**config.mk**
```make
export PLATFORM = sky130hd
export DESIGN_NAME = sbm_mult_pipe
export DESIGN_NICKNAME = d
export VERILOG_FILES = /design/src/rtl/sbm_mult_pipe.sv
export SDC_FILE = /design/constraint.sdc
export NUM_CORES = 1
export LEC_CHECK = 0
export ABC_AREA = 1
export BUFFER_PORTS_ARGS = -buffer_cell sky130_fd_sc_hd__buf_2
export CAP_MARGIN = 20
export CORE_ASPECT_RATIO = 0.5
export CORE_MARGIN = 3
export CORE_UTILIZATION = 35
export CTS_BUF_LIST = sky130_fd_sc_hd__clkbuf_2 sky130_fd_sc_hd__clkbuf_4 sky130_fd_sc_hd__clkbuf_8
export CTS_CLUSTER_SIZE = 40
export DETAILED_ROUTE_END_ITERATION = 8
export PLACE_DENSITY_LB_ADDON = 0.05
export SKIP_LAST_GASP = 1
export SYNTH_ARGS = -nofsm -noshare
export SYNTH_HDL_FRONTEND = slang
export SYNTH_SLANG_ARGS = --single-unit
```
**constraint.sdc**
```tcl
create_clock -name clk -period 2.6 [get_ports clk]
set_input_delay 0.52 -clock clk [delete_from_list [all_inputs] [get_ports clk]]
set_output_delay 0.52 -clock clk [all_outputs]
set_load 0.02 [all_outputs]
```
**src/rtl/sbm_mult_pipe.sv**
```systemverilog
// Fully pipelined WIDTHxWIDTH multiplier, signed or unsigned per operation.
// An operand register feeds a registered pairwise adder tree; a full-pipeline stall provides backpressure.
module sbm_mult_pipe #(
    parameter int WIDTH = 8,
    parameter int TAG_W = 4
) (
    input  logic               clk,
    input  logic               rst_n,
    input  logic               in_valid,
    output logic               in_ready,
    input  logic [WIDTH-1:0]   a_in,
    input  logic [WIDTH-1:0]   b_in,
    input  logic               mode_signed,
    input  logic [TAG_W-1:0]   tag_in,
    output logic               out_valid,
    input  logic               out_ready,
    output logic [2*WIDTH-1:0] p_out,
    output logic [TAG_W-1:0]   tag_out
);
    localparam int LVLS = $clog2(WIDTH);
    localparam int PW   = 2 * WIDTH;

    logic             stall;
    logic [LVLS:0]    vld_q;
    logic [WIDTH-1:0] a_q;
    logic [WIDTH-1:0] b_q;
    logic             sgn_q;
    logic [TAG_W-1:0] tag_q  [LVLS+1];
    logic [PW-1:0]    a_ext;
    logic [PW-1:0]    pp     [WIDTH];
    logic [PW-1:0]    node_d [1:WIDTH-1];
    logic [PW-1:0]    node_q [1:WIDTH-1];

    assign stall     = vld_q[LVLS] & ~out_ready;
    assign in_ready  = ~stall;
    assign out_valid = vld_q[LVLS];
    assign p_out     = node_q[1];
    assign tag_out   = tag_q[LVLS];

    // Signed mode: rows are sign-extended and the multiplier-MSB row carries weight -2^(W-1).
    always_comb begin
        a_ext = sgn_q ? {{WIDTH{a_q[WIDTH-1]}}, a_q} : {{WIDTH{1'b0}}, a_q};
        for (int unsigned i = 0; i < WIDTH; i++) begin
            pp[i] = b_q[i] ? (a_ext << i) : '0;
        end
        if (sgn_q) begin
            pp[WIDTH-1] = -pp[WIDTH-1];
        end
    end

    // Heap-ordered tree: node k sums children 2k and 2k+1; indices >= WIDTH are the rows.
    always_comb begin
        for (int unsigned k = WIDTH / 2; k < WIDTH; k++) begin
            node_d[k] = pp[2*k - WIDTH] + pp[2*k + 1 - WIDTH];
        end
        for (int unsigned k = 1; k < WIDTH / 2; k++) begin
            node_d[k] = node_q[2*k] + node_q[2*k + 1];
        end
    end

    always_ff @(posedge clk or negedge rst_n) begin
        if (!rst_n) begin
            vld_q <= '0;
            a_q   <= '0;
            b_q   <= '0;
            sgn_q <= 1'b0;
            for (int unsigned l = 0; l <= LVLS; l++) begin
                tag_q[l] <= '0;
            end
            for (int unsigned k = 1; k < WIDTH; k++) begin
                node_q[k] <= '0;
            end
        end else if (!stall) begin
            vld_q    <= {vld_q[LVLS-1:0], in_valid};
            a_q      <= a_in;
            b_q      <= b_in;
            sgn_q    <= mode_signed;
            tag_q[0] <= tag_in;
            for (int unsigned l = 1; l <= LVLS; l++) begin
                tag_q[l] <= tag_q[l-1];
            end
            for (int unsigned k = 1; k < WIDTH; k++) begin
                node_q[k] <= node_d[k];
            end
        end
    end
endmodule

```
# Word level (Yosys, flattened, before mapping)

Index checks and enable logic that the tools add are counted.

Multiplexer cells: 10
Add/subtract/negate cells: 8
Bitwise logic cells: 3

Operators by type and width:

| kind              | count |
|---|---|
| 16-bit 2-to-1 mux | 10 |
| 16-bit adder      | 7 |
| 16-bit negator    | 1 |
| 1-bit NOT         | 2 |
| 1-bit AND         | 1 |

Word-level logic and storage cells: 36
Input port bits: 25
Register bits after elaboration: 149
Output and inout port bits: 22

# Depth between registers and ports, before layout

Gate-level depths: netlist of run 1.

Depth in word-level cells: 5
Depth in mapped cells: 16
Gate-level depth less buffers: 15

# Worst setup path before layout of run 1

Ideal clock, no wire load.

Kind: reg2reg
Start point: register b_q[7]
End point: register node_q[15] (netlist name)
Data arrival time: 1.989 ns
Path slack: 0.494 ns
Clock period less this slack: 2.106 ns
Path buffers: 1
Data required time: 2.483 ns
Library setup time: 0.117 ns
Cell stages (with the launch flop): 16
Cell sequence: dfrtp_1 buf_6 nand2_1 inv_1 nor3b_2 nor2_1 xor2_1 ha_1 a21oi_1 nor2_1 nor2_1 nand2_1 inv_1 nand2_1 nand3_1 nand2_1

Cells in the longest elaborated chain, start to end: 4

RTL lines:

| item                            | RTL line | text |
|---|---|---|
| from (decl)                     | 26       | `logic [WIDTH-1:0] b_q;` |
| from (signal assigned)          | 76       | `b_q <= b_in;` |
| 16-bit 2-to-1 mux (*)           | 44       | `pp[i] = b_q[i] ? (a_ext << i) : '0;` |
| 16-bit negator                  | 47       | `pp[WIDTH-1] = -pp[WIDTH-1];` |
| 16-bit 2-to-1 mux (*)           | 46       | `if (sgn_q) begin` |
| 16-bit adder (*)                | 54       | `node_d[k] = pp[2*k - WIDTH] + pp[2*k + 1 - WIDTH];` |
| to (signal, indexed assignment) | 83       | `node_q[k] <= node_d[k];` |
| to (decl)                       | 32       | `logic [PW-1:0] node_q [1:WIDTH-1];` |

Mark *: on every way between the ends. The rest lies on a longest branch, timed or not.
A chain may end at the register's enable or synchronous reset.

# Worst setup path after layout of run 1

Same ends and word-level chain as after synthesis.

==> results.py, run 1 <==
metrics = {
    "run_status": {
        "status": "finished clean",
    },
    "floorplan": {
        "chipHeight_um": 119,
        "core_sq_um": 24400,
        "floorplan.die_area_sq_um": 27400,
        "design.portCount": 47,
        "floorplan.initialDensity": 0.363,
        "floorplan.die.width_um": 231,
        "row_count": 40,
    },
    "timing": {
        "worst_clock_skew_ns": 0.0119,
        "relSlewSlack": 0.561,
        "timing.final.crit_share": 0.917,
        "final.setup.worst_slack_ns": 0.217,
        "slew_at_the_pin_closest_to_its_max_slew_limit_ns": 0.659,
        "timing_max_transition_violations_final": 0,
        "finalHoldViolations": 0,
        "holdWs_ns": 0.0335,
        "final.setup.tns_ns": 0,
        "clock.fmax_mhz": 420,
        "layout_min_cycle_time_ns": 2.38,
        "setup-violations-final": 0,
        "rsz_0062_raised_after_global_routing": "false",
    },
    "clocking": {
        "cts_repair_resize_count": 0,
        "cts_tree": "built",
        "cts_h_tree_depth": 4,
        "cts.reportedPaths.clkPinSlew_ns": 0.08,
        "cts-buffers-inserted": 17,
        "insertion_delay_ns": 0.48,
        "root_buffer": "clkbuf_8",
        "cts.hold.buffers_added": 0,
        "cts.sinks": 133,
        "cts_setup_buffers": 0,
        "clk_path_buf_depth": 2,
    },
    "drt": {
        "antenna_violating_nets_post_route": 0,
        "vias": 7253,
        "route.met3.wl_um": 686,
        "drt_drc_violations_left": 0,
        "wirelength_met1_mm": 12.2,
        "met2_wirelength_mm": 9.02,
        "routed.top_layer": "met4",
        "via_per_inst": 4.59,
        "post_drt_wl_per_cell_um": 14.1,
        "drt-pass1-iter-count": 6,
        "drt_wl_total_mm": 22.2,
        "detailedRoute.firstIterationViolations": 471,
    },
    "final_layout": {
        "finalNetCount": 1331,
        "area_growth_syn_to_layout_pct": 9.48,
        "combined_area_of_the_multi_input_logic_cells_sq_um": 4570,
        "post_route_cells_drive_above_1_share": 0.0869,
        "sequential_cell_area_sq_um": 3330,
        "filler_cell_count": 2599,
    },
    "power": {
        "power_leakage_nw": 5.51,
        "seq_power_share": 0.311,
        "power.density_cell_area_nw_per_um2": 1230,
        "p_switching_mw": 5.62,
        "netSwitchingFraction": 0.469,
        "power_report.internal_total_mw": 6.36,
        "vdd_drop_max_mv": 0.345,
        "combinational_power_share": 0.540,
        "share_clk_of_total_power": 0.150,
    },
    "grt": {
        "grt_pass1_vias": 6937,
        "grt_first_pass_wirelength_mm": 36.8,
        "gr-usage-all-layers": 0.170,
        "overflow": 0,
        "antenna_violations_before_repair": 0,
        "largest_net_degree_at_the_start_of_global_routing": 153,
    },
    "setup_path": {
        "crit_fanout": 6,
        "worst_path_max_delay_cell": "dfrtp_1",
        "critical_path.endpoint_type": "flip-flop",
        "cp_top_family": "simple AND/OR/NAND/NOR gates",
        "timing.critical_path.required_ns": 2.96,
        "critical_path_buf_inv_count": 2,
        "max_stage_delay_ns": 0.47,
        "critPathLaunchType": "flip-flop",
        "setup.worst_path.class": "flip-flop to flip-flop",
        "cp.arrival_ns": 2.75,
        "crit_path_cell_trace": "buf_4 > nand2_2 > nor3b_2 > nor2_1 > xor2_1 > ha_1 > a21oi_1 > nor2_1 > nor2_1 > nand2_1 > inv_1 > nand2_1 > nand3_1 > nand2_1",
    },
    "placement": {
        "preCtsSetupSlack_ns": 0.244,
        "place_congestion": 0.817,
        "numPortBuffers": 46,
        "detailed_place_hpwl_mm": 16.6,
    },
    "logic_synthesis": {
        "synthesis.area_per_instance_sq_um": 7.31,
        "synth.cell_area_sq_um": 8860,
        "netlist_instances": 1212,
        "sequential_area_share_after_synthesis": 0.375,
        "synthesis.yosys.warnings": 0,
        "synth.top_cell.area_share": 0.375,
        "netlist-cell-type-count": 37,
        "synth_fp_nets": 1313,
        "yosysTopAreaCell": "dfrtp_1",
        "ys_ff_latch": 133,
        "synth_area_leaders": "dfrtp_1 38%, nand2_1 19%, ha_1 9.7%",
    },
    "run": {
        "maxCapViolations": 0,
    },
    "worst_hold_path": {
        "hold_crit_class": "primary input to async pin",
    },
}
## routing by layer
layer | vias to the layer above | GRT usage
met5 | - | 0
met4 | 0 | 0.0456
met3 | 20 | 0.0368
met2 | 73 | 0.236
met1 | 3334 | 0.262
li1 | 3826 | -
## through the flow
stage | utilization | total power [mW] | cell area (sq um) | cells
after floorplan | - | 8.66 | 8860 | 1212
after global routing | 0.397 | 13.3 | 9700 | 1579
after global placement | 0.381 | 10.2 | 9310 | 1547
after CTS | 0.397 | 12.2 | 9700 | 1579
after detailed placement | 0.381 | 10.3 | 9310 | 1547
final | 0.397 | 12.0 | 9710 | 1580
## placed cells by master, fill, tap and decap left out, drive strengths merged, types with 5 or more instances in the layout
cell / count
buf: 62
xnor2: 23
ha: 69
a31oi: 8
nand3: 73
xor2: 14
fa: 7
a21o: 5
clkbuf: 23
nand4: 9
inv: 152
o21ai: 81
dfrtp: 133
o21bai: 5
nand2: 444
nor2: 61
clkinv: 5
a21oi: 50
## sequential cells by signal, summed over array words and instances (netlist names)
| signal | flops |
|---|---|
| tag_out | 4 |
| sgn_q | 1 |
| a_q | 8 |
| tag_q | 12 |
| p_out | 16 |
| b_q | 8 |
| node_q | 80 |
| vld_q | 4 |
## logic make-up after synthesis
family	count (synthesis)	synth area share
AO/OA/AOI/OAI	157	0.0958
XOR/XNOR	37	0.0366
adder cells (fa/ha/maj)	76	0.113
buffers and inverters	216	0.110
flip-flops	133	0.375
AND/OR/NAND/NOR	593	0.269
## area by class of cell
class,count,area share
Inverter,153,0.0593
Clock inverter,9,0.0106
Timing Repair Buffer,62,0.0432
Tap cell,336,0.0433
Antenna cell,1,0.000258
Sequential cell,133,0.343
Multi-Input combinational cell,863,0.470
Clock buffer,23,0.0300
## power groups by stage
stage | Sequential (mW) | Clock, mW | Combinational [mW]
6_report | 3.72 | 1.79 | 6.46
5_1_grt | 3.84 | 1.95 | 7.48
4_1_cts | 3.74 | 1.86 | 6.56
3_5_place_dp | 3.77 | 0 | 6.52
3_3_place_gp | 3.75 | 0 | 6.48
2_1_floorplan | 3.43 | 0 | 5.23
## cell usage after synthesis, drive strengths merged
master	number
ha	69
clkbuf	18
buf	45
inv	153
o21a	3
nand3	73
dfrtp	133
fa	7
o22ai	2
nor3b	1
a31oi	8
nand2	444
o21ai	81
nor3	1
nand4	9
o31ai	2
a21boi	1
a21oi	50
a21o	5
xor2	14
or2	3
nor2	61
o21bai	5
xnor2	23
nand3b	1
## path summary, 6_finish.rpt
| kind | cells past startpoint | end | startpoint | slack (ns) |
|---|---|---|---|---|
| max | 14 | node_q[15]$_DFFE_PN0N_ | b_q[7]$_DFFE_PN0N_ | 0.22 |
| min | 1 | tag_out[1]$_DFFE_PN0N_ | rst_n | 0.03 |
| max reg2reg | 14 | node_q[15]$_DFFE_PN0N_ | b_q[7]$_DFFE_PN0N_ | 0.22 |
| min reg2reg | 2 | tag_q[5]$_DFFE_PN0N_ | tag_q[9]$_DFFE_PN0N_ | 0.47 |
| max in group asynchronous | 2 | b_q[4]$_DFFE_PN0N_ | rst_n | 1.86 |
| min in group clk | 3 | tag_q[13]$_DFFE_PN0N_ | tag_in[1] | 0.24 |
(Power assumes the default switching activity.)
==> run 2, diff against run 1 <==
--- a/config.mk
+++ b/config.mk
@@ -14,6 +14,7 @@
 export CTS_BUF_LIST = sky130_fd_sc_hd__clkbuf_2 sky130_fd_sc_hd__clkbuf_4 sky130_fd_sc_hd__clkbuf_8
 export CTS_CLUSTER_SIZE = 40
 export DETAILED_ROUTE_END_ITERATION = 8
+export HOLD_SLACK_MARGIN = 0.06
 export PLACE_DENSITY_LB_ADDON = 0.05
 export SKIP_LAST_GASP = 1
 export SYNTH_ARGS = -nofsm -noshare
==> run 2 against run 1 <==
Combinational power hardly changed. First-iteration DRC count down 5.5%. Global-route usage did not move. Total power barely moved. Setup slack worse by 0.0032 ns. Sequential share of layout area hardly changed. Register-to-register slack barely moved. Highest routed layer unchanged.
==> results.py, run 2 (synthesized netlist as in run 1, its figures left out) <==
metrics = {
    "clocking": {
        "cts.reportedPaths.clkPinSlew_ns": 0.08,
        "cts.hold.buffers_added": 1,
        "cts_setup_buffers": 0,
        "clk_path_buf_depth": 2,
        "cts-buffers-inserted": 17,
        "insertion_delay_ns": 0.48,
        "cts_tree": "built",
        "cts_h_tree_depth": 4,
        "cts.sinks": 133,
        "cts_repair_resize_count": 0,
        "root_buffer": "clkbuf_8",
    },
    "power": {
        "p_switching_mw": 5.62,
        "share_clk_of_total_power": 0.149,
        "power_leakage_nw": 5.51,
        "seq_power_share": 0.311,
        "vdd_drop_max_mv": 0.345,
        "power_report.internal_total_mw": 6.36,
        "combinational_power_share": 0.540,
        "power.density_cell_area_nw_per_um2": 1230,
        "netSwitchingFraction": 0.469,
    },
    "setup_path": {
        "critical_path_buf_inv_count": 2,
        "crit_path_cell_trace": "buf_4 > nand2_2 > nor3b_2 > nor2_1 > xor2_1 > ha_1 > a21oi_1 > nor2_1 > nor2_1 > nand2_1 > inv_1 > nand2_1 > nand3_1 > nand2_1",
        "critPathLaunchType": "flip-flop",
        "cp_top_family": "simple AND/OR/NAND/NOR gates",
        "timing.reg2reg.worst_path_depth": 14,
        "crit_fanout": 6,
        "setup.worst_path.class": "flip-flop to flip-flop",
        "critical_path.endpoint_type": "flip-flop",
        "reg2reg_setup_slack_ns": 0.21,
        "timing.critical_path.required_ns": 2.96,
        "cp.arrival_ns": 2.75,
        "cp.depth": 14,
        "worst_path_max_delay_cell": "dfrtp_1",
        "max_stage_delay_ns": 0.47,
    },
    "timing": {
        "clock.fmax_mhz": 419,
        "finalHoldViolations": 0,
        "holdWs_ns": 0.236,
        "relSlewSlack": 0.560,
        "setup-violations-final": 0,
        "layout_min_cycle_time_ns": 2.39,
        "final.setup.tns_ns": 0,
        "worst_clock_skew_ns": 0.0119,
        "rsz_0062_raised_after_global_routing": "false",
        "timing.final.crit_share": 0.918,
        "slew_at_the_pin_closest_to_its_max_slew_limit_ns": 0.661,
        "timing_max_transition_violations_final": 0,
    },
    "drt": {
        "drt-pass1-iter-count": 5,
        "drt_wl_total_mm": 22.2,
        "vias": 7238,
        "via_per_inst": 4.58,
        "post_drt_wl_per_cell_um": 14.0,
        "antenna_violating_nets_post_route": 0,
        "detailedRoute.firstIterationViolations": 445,
        "drt_drc_violations_left": 0,
    },
    "placement": {
        "detailed_place_hpwl_mm": 16.6,
        "place_congestion": 0.817,
        "numPortBuffers": 46,
    },
    "run_status": {
        "status": "finished clean",
    },
    "final_layout": {
        "finalNetCount": 1332,
        "post_route_cells_drive_above_1_share": 0.0868,
        "most_common_cell_after_layout_fill_and_taps_aside": "nand2_1",
        "top_register": "node_q",
        "area_growth_syn_to_layout_pct": 9.60,
        "most-common-layout-cells": "441 x nand2_1, 152 x inv_1, 133 x dfrtp_1",
        "largest_reg_flops": 80,
    },
    "grt": {
        "grt_pass1_vias": 6937,
        "grt_first_pass_wirelength_mm": 36.8,
        "antenna_violations_before_repair": 0,
        "largest_net_degree_at_the_start_of_global_routing": 153,
        "overflow": 0,
        "gr-usage-all-layers": 0.170,
    },
    "floorplan": {
        "core_sq_um": 24400,
        "floorplan.initialDensity": 0.363,
        "floorplan.die_area_sq_um": 27400,
        "row_count": 40,
        "design.portCount": 47,
        "floorplan.die.width_um": 231,
        "chipHeight_um": 119,
    },
    "run": {
        "maxCapViolations": 0,
    },
    "worst_hold_path": {
        "holdPathStages": 3,
        "hold_crit_class": "primary input to flip-flop",
    },
}
==> run 2: cell types whose count changed in the layout (fill, tap and decap cells not counted) <==
cell,previous run,this run
dlygate4sd3_1,0,1
==> run 2: power groups by stage <==
stage                     clock [mW]  combinational, mW  sequential (mW)
after floorplan                    0               5.23             3.43
after global routing            1.95               7.48             3.84
after CTS                       1.86               6.56             3.74
final                           1.79               6.47             3.72
after global placement             0               6.48             3.75
after detailed placement           0               6.52             3.77
==> run 2: worst paths after layout <==
check	start	endpoint
worst min register to register	tag_q[9]$_DFFE_PN0N_	tag_q[5]$_DFFE_PN0N_
worst max register to register	b_q[7]$_DFFE_PN0N_	node_q[15]$_DFFE_PN0N_
worst max-delay path	b_q[7]$_DFFE_PN0N_	node_q[15]$_DFFE_PN0N_
min in group asynchronous	rst_n	tag_out[1]$_DFFE_PN0N_
max in group asynchronous	rst_n	b_q[4]$_DFFE_PN0N_
worst min-delay path	tag_in[3]	tag_q[15]$_DFFE_PN0N_
==> run 2: metrics by stage <==
stage | instance area [sq um] | power, mW | utilization | instances | setup slack (ns)
2_1_floorplan | 8860 | 8.66 | - | 1212 | 0.494
3_3_place_gp | 9310 | 10.2 | 0.381 | 1547 | 0.309
3_5_place_dp | 9310 | 10.3 | 0.381 | 1547 | 0.244
4_1_cts | 9710 | 12.2 | 0.398 | 1580 | 0.224
5_1_grt | 9710 | 13.3 | 0.398 | 1580 | 0.0233
6_report | 9720 | 12.0 | 0.398 | 1581 | 0.213
==> run 2: worst min-delay path: cells and delay by family <==
family,cells,cell delay [ns]
AND/OR/NAND/NOR,2,0.09
buffers and inverters,1,0.08
==> run 2: area by class of cell <==
| cell class | count | area, sq um |
|---|---|---|
| tap | 336 | 420 |
| inverter | 153 | 576 |
| fill | 2598 | 14700 |
| antenna | 1 | 2.50 |
| clock buffer | 23 | 292 |
| clock inverter | 9 | 103 |
| sequential | 133 | 3330 |
| multi-input combinational | 863 | 4570 |
| timing repair buffer | 63 | 429 |
==> run 2: metal layers <==
metal | share of wire | GRT usage | vias up
li1 | - | - | 3827
met1 | 0.55 | 0.262 | 3321
met2 | 0.41 | 0.236 | 70
met3 | 0.029 | 0.0366 | 20
met4 | 0.011 | 0.0456 | 0
met5 | 0 | 0 | -
==> run 3, diff against run 2 <==
--- a/config.mk
+++ b/config.mk
@@ -15,7 +15,7 @@
 export CTS_CLUSTER_SIZE = 40
 export DETAILED_ROUTE_END_ITERATION = 8
 export HOLD_SLACK_MARGIN = 0.06
-export PLACE_DENSITY_LB_ADDON = 0.05
+export PLACE_DENSITY_LB_ADDON = 0.12
 export SKIP_LAST_GASP = 1
 export SYNTH_ARGS = -nofsm -noshare
 export SYNTH_HDL_FRONTEND = slang
==> run 3 against run 2 <==
Global-route usage shrank 1.0 points. Die area is the same. Via count decreased by 0.21%. Sequential share of layout area hardly changed. Count of clock-buffer cells in the layout decreased by 4. Clock power grew 3%. Non-clock buffer count did not move. Worst hold slack better by 0.0020 ns. Sequential power barely moved.
==> results.py, run 3 (synthesized netlist as in run 1, its figures left out) <==
metrics = {
    "grt": {
        "antenna_violations_before_repair": 0,
        "largest_net_degree_at_the_start_of_global_routing": 153,
        "grt_pass1_vias": 6800,
        "gr-usage-all-layers": 0.160,
        "grt_first_pass_wirelength_mm": 34.9,
        "overflow": 0,
    },
    "setup_path": {
        "worst_path_max_delay_cell": "dfrtp_2",
        "critical_path_buf_inv_count": 1,
        "reg2reg_setup_slack_ns": 0.22,
        "timing.critical_path.required_ns": 2.96,
        "critPathLaunchType": "flip-flop",
        "setup.worst_path.class": "flip-flop to flip-flop",
        "timing.rr.start": "b_q[7]$_DFFE_PN0N_",
        "max_stage_delay_ns": 0.49,
        "crit_fanout": 10,
        "cp.arrival_ns": 2.74,
        "timing.rr.end": "node_q[15]$_DFFE_PN0N_",
        "cp_top_family": "simple AND/OR/NAND/NOR gates",
        "critical_path.endpoint_type": "flip-flop",
        "timing.reg2reg.worst_path_depth": 14,
        "crit_top_cell": "nand2_1",
        "crit_path_cell_trace": "nand2_1 > nand3_2 > nor3b_2 > nor2_1 > xor2_1 > ha_1 > a21oi_1 > nor2_1 > nor2_1 > nand2_1 > inv_1 > nand2_1 > nand3_1 > nand2_1",
    },
    "timing": {
        "final.setup.tns_ns": 0,
        "setup-violations-final": 0,
        "clock.fmax_mhz": 420,
        "finalHoldViolations": 0,
        "relSlewSlack": 0.572,
        "worst_clock_skew_ns": 0.0153,
        "timing_max_transition_violations_final": 0,
        "timing.final.crit_share": 0.916,
        "layout_min_cycle_time_ns": 2.38,
        "rsz_0062_raised_after_global_routing": "false",
        "holdWs_ns": 0.238,
        "slew_at_the_pin_closest_to_its_max_slew_limit_ns": 0.642,
    },
    "floorplan": {
        "core_sq_um": 24400,
        "design.portCount": 47,
        "floorplan.die_area_sq_um": 27400,
        "floorplan.die.width_um": 231,
        "floorplan.initialDensity": 0.363,
        "row_count": 40,
        "chipHeight_um": 119,
    },
    "clocking": {
        "cts.sinks": 133,
        "insertion_delay_ns": 0.48,
        "cts.reportedPaths.clkPinSlew_ns": 0.08,
        "cts_setup_buffers": 0,
        "clk_path_buf_depth": 2,
        "cts-buffers-inserted": 17,
        "cts_h_tree_depth": 4,
        "root_buffer": "clkbuf_8",
        "cts_tree": "built",
    },
    "final_layout": {
        "finalNetCount": 1332,
        "top_register": "node_q",
        "most-common-layout-cells": "441 x nand2_1, 152 x inv_1, 132 x dfrtp_1",
        "area_growth_syn_to_layout_pct": 9.75,
        "most_common_cell_after_layout_fill_and_taps_aside": "nand2_1",
        "post_route_cells_drive_above_1_share": 0.0869,
        "final_core_utilization": 0.398,
        "diodes": 0,
        "largest_reg_flops": 80,
    },
    "worst_hold_path": {
        "min_from": "tag_in[2]",
        "hold_crit_class": "primary input to flip-flop",
        "holdPathStages": 3,
        "worst_hold_path.endpoint": "tag_q[14]$_DFFE_PN0N_",
    },
    "power": {
        "seq_power_share": 0.309,
        "netSwitchingFraction": 0.464,
        "power_report.internal_total_mw": 6.41,
        "power.density_cell_area_nw_per_um2": 1230,
        "vdd_drop_max_mv": 0.747,
        "combinational_power_share": 0.537,
        "p_switching_mw": 5.54,
        "share_clk_of_total_power": 0.155,
        "power_leakage_nw": 5.51,
    },
    "drt": {
        "detailedRoute.firstIterationViolations": 458,
        "vias": 7223,
        "post_drt_wl_per_cell_um": 13.2,
        "drt_wl_total_mm": 20.9,
        "drt-pass1-iter-count": 5,
        "via_per_inst": 4.57,
        "antenna_violating_nets_post_route": 0,
        "drt_drc_violations_left": 0,
    },
    "run_status": {
        "status": "finished clean",
    },
    "placement": {
        "numPortBuffers": 46,
        "detailed_place_hpwl_mm": 15.7,
        "place_congestion": 0.842,
    },
    "run": {
        "maxCapViolations": 0,
    },
}
-- run 3: cell count changes in the layout (fill, tap and decap cells not counted), sizes merged --
cell    change
bufinv      +1
clkinv      +1
clkbuf      -4
diode       -1
inv         +1
-- run 3: repair_timing --
action,in CTS,in global routing
endpoints found under the hold margin,12,0
endpoints found under the setup margin,0,5
resized for setup,0,2
hold buffers,1,0
-- run 3: power groups by stage --
stage	sequential [mW]	combinational, mW	clock [mW]
floorplan	3.43	5.23	0
global placement	3.72	6.38	0
detailed placement	3.74	6.45	0
CTS	3.70	6.49	1.94
global route	3.82	7.38	2.03
finish	3.69	6.42	1.85
-- run 3: layout make-up --
type | count | area [sq um]
Fill cell | 2609 | 14700
Sequential cell | 133 | 3330
Clock buffer | 19 | 255
Multi-Input combinational cell | 863 | 4570
Tap cell | 336 | 420
Timing Repair Buffer | 63 | 429
Inverter | 153 | 576
Clock inverter | 12 | 154
-- run 3: worst max path at each step --
stage,from,to,slack (ns),cells after the start
global placement,b_q[7]$_DFFE_PN0N_,node_q[12]$_DFFE_PN0N_,0.19,11
detailed placement,b_q[7]$_DFFE_PN0N_,node_q[12]$_DFFE_PN0N_,0.07,11
finish,b_q[7]$_DFFE_PN0N_,node_q[15]$_DFFE_PN0N_,0.22,14
floorplan,b_q[7]$_DFFE_PN0N_,node_q[15]$_DFFE_PN0N_,0.49,15
CTS,b_q[7]$_DFFE_PN0N_,node_q[12]$_DFFE_PN0N_,0.07,11
global route,b_q[7]$_DFFE_PN0N_,node_q[15]$_DFFE_PN0N_,0.05,14
-- run 3: stage by stage --
stage	total power [mW]	std cells	setup WS, ns	cell area [sq um]
2_1_floorplan	8.66	1212	0.494	8860
3_3_place_gp	10.1	1547	0.193	9310
3_5_place_dp	10.2	1547	0.0698	9310
4_1_cts	12.1	1579	0.0686	9730
5_1_grt	13.2	1579	0.0463	9730
6_report	12.0	1579	0.220	9730
-- run 3: layer usage --
metal / global-route usage / vias up / wire length (um)
met4: 0.0429 / 0 / 269
met2: 0.231 / 75 / 8530
li1: - / 3835 / -
met5: 0 / - / 0
met1: 0.236 / 3296 / 11500
met3: 0.0381 / 17 / 609
-- run 3: worst reg2reg max path, stage by stage (launching register included) --
cell and delay (ns):
dfrtp_2 0.49, nand2_1 0.16, nand3_2 0.10, nor3b_2 0.22
nor2_1 0.07, xor2_1 0.15, ha_1 0.37, a21oi_1 0.28
nor2_1 0.07, nor2_1 0.08, nand2_1 0.08, inv_1 0.05
nand2_1 0.04, nand3_1 0.06, nand2_1 0.07
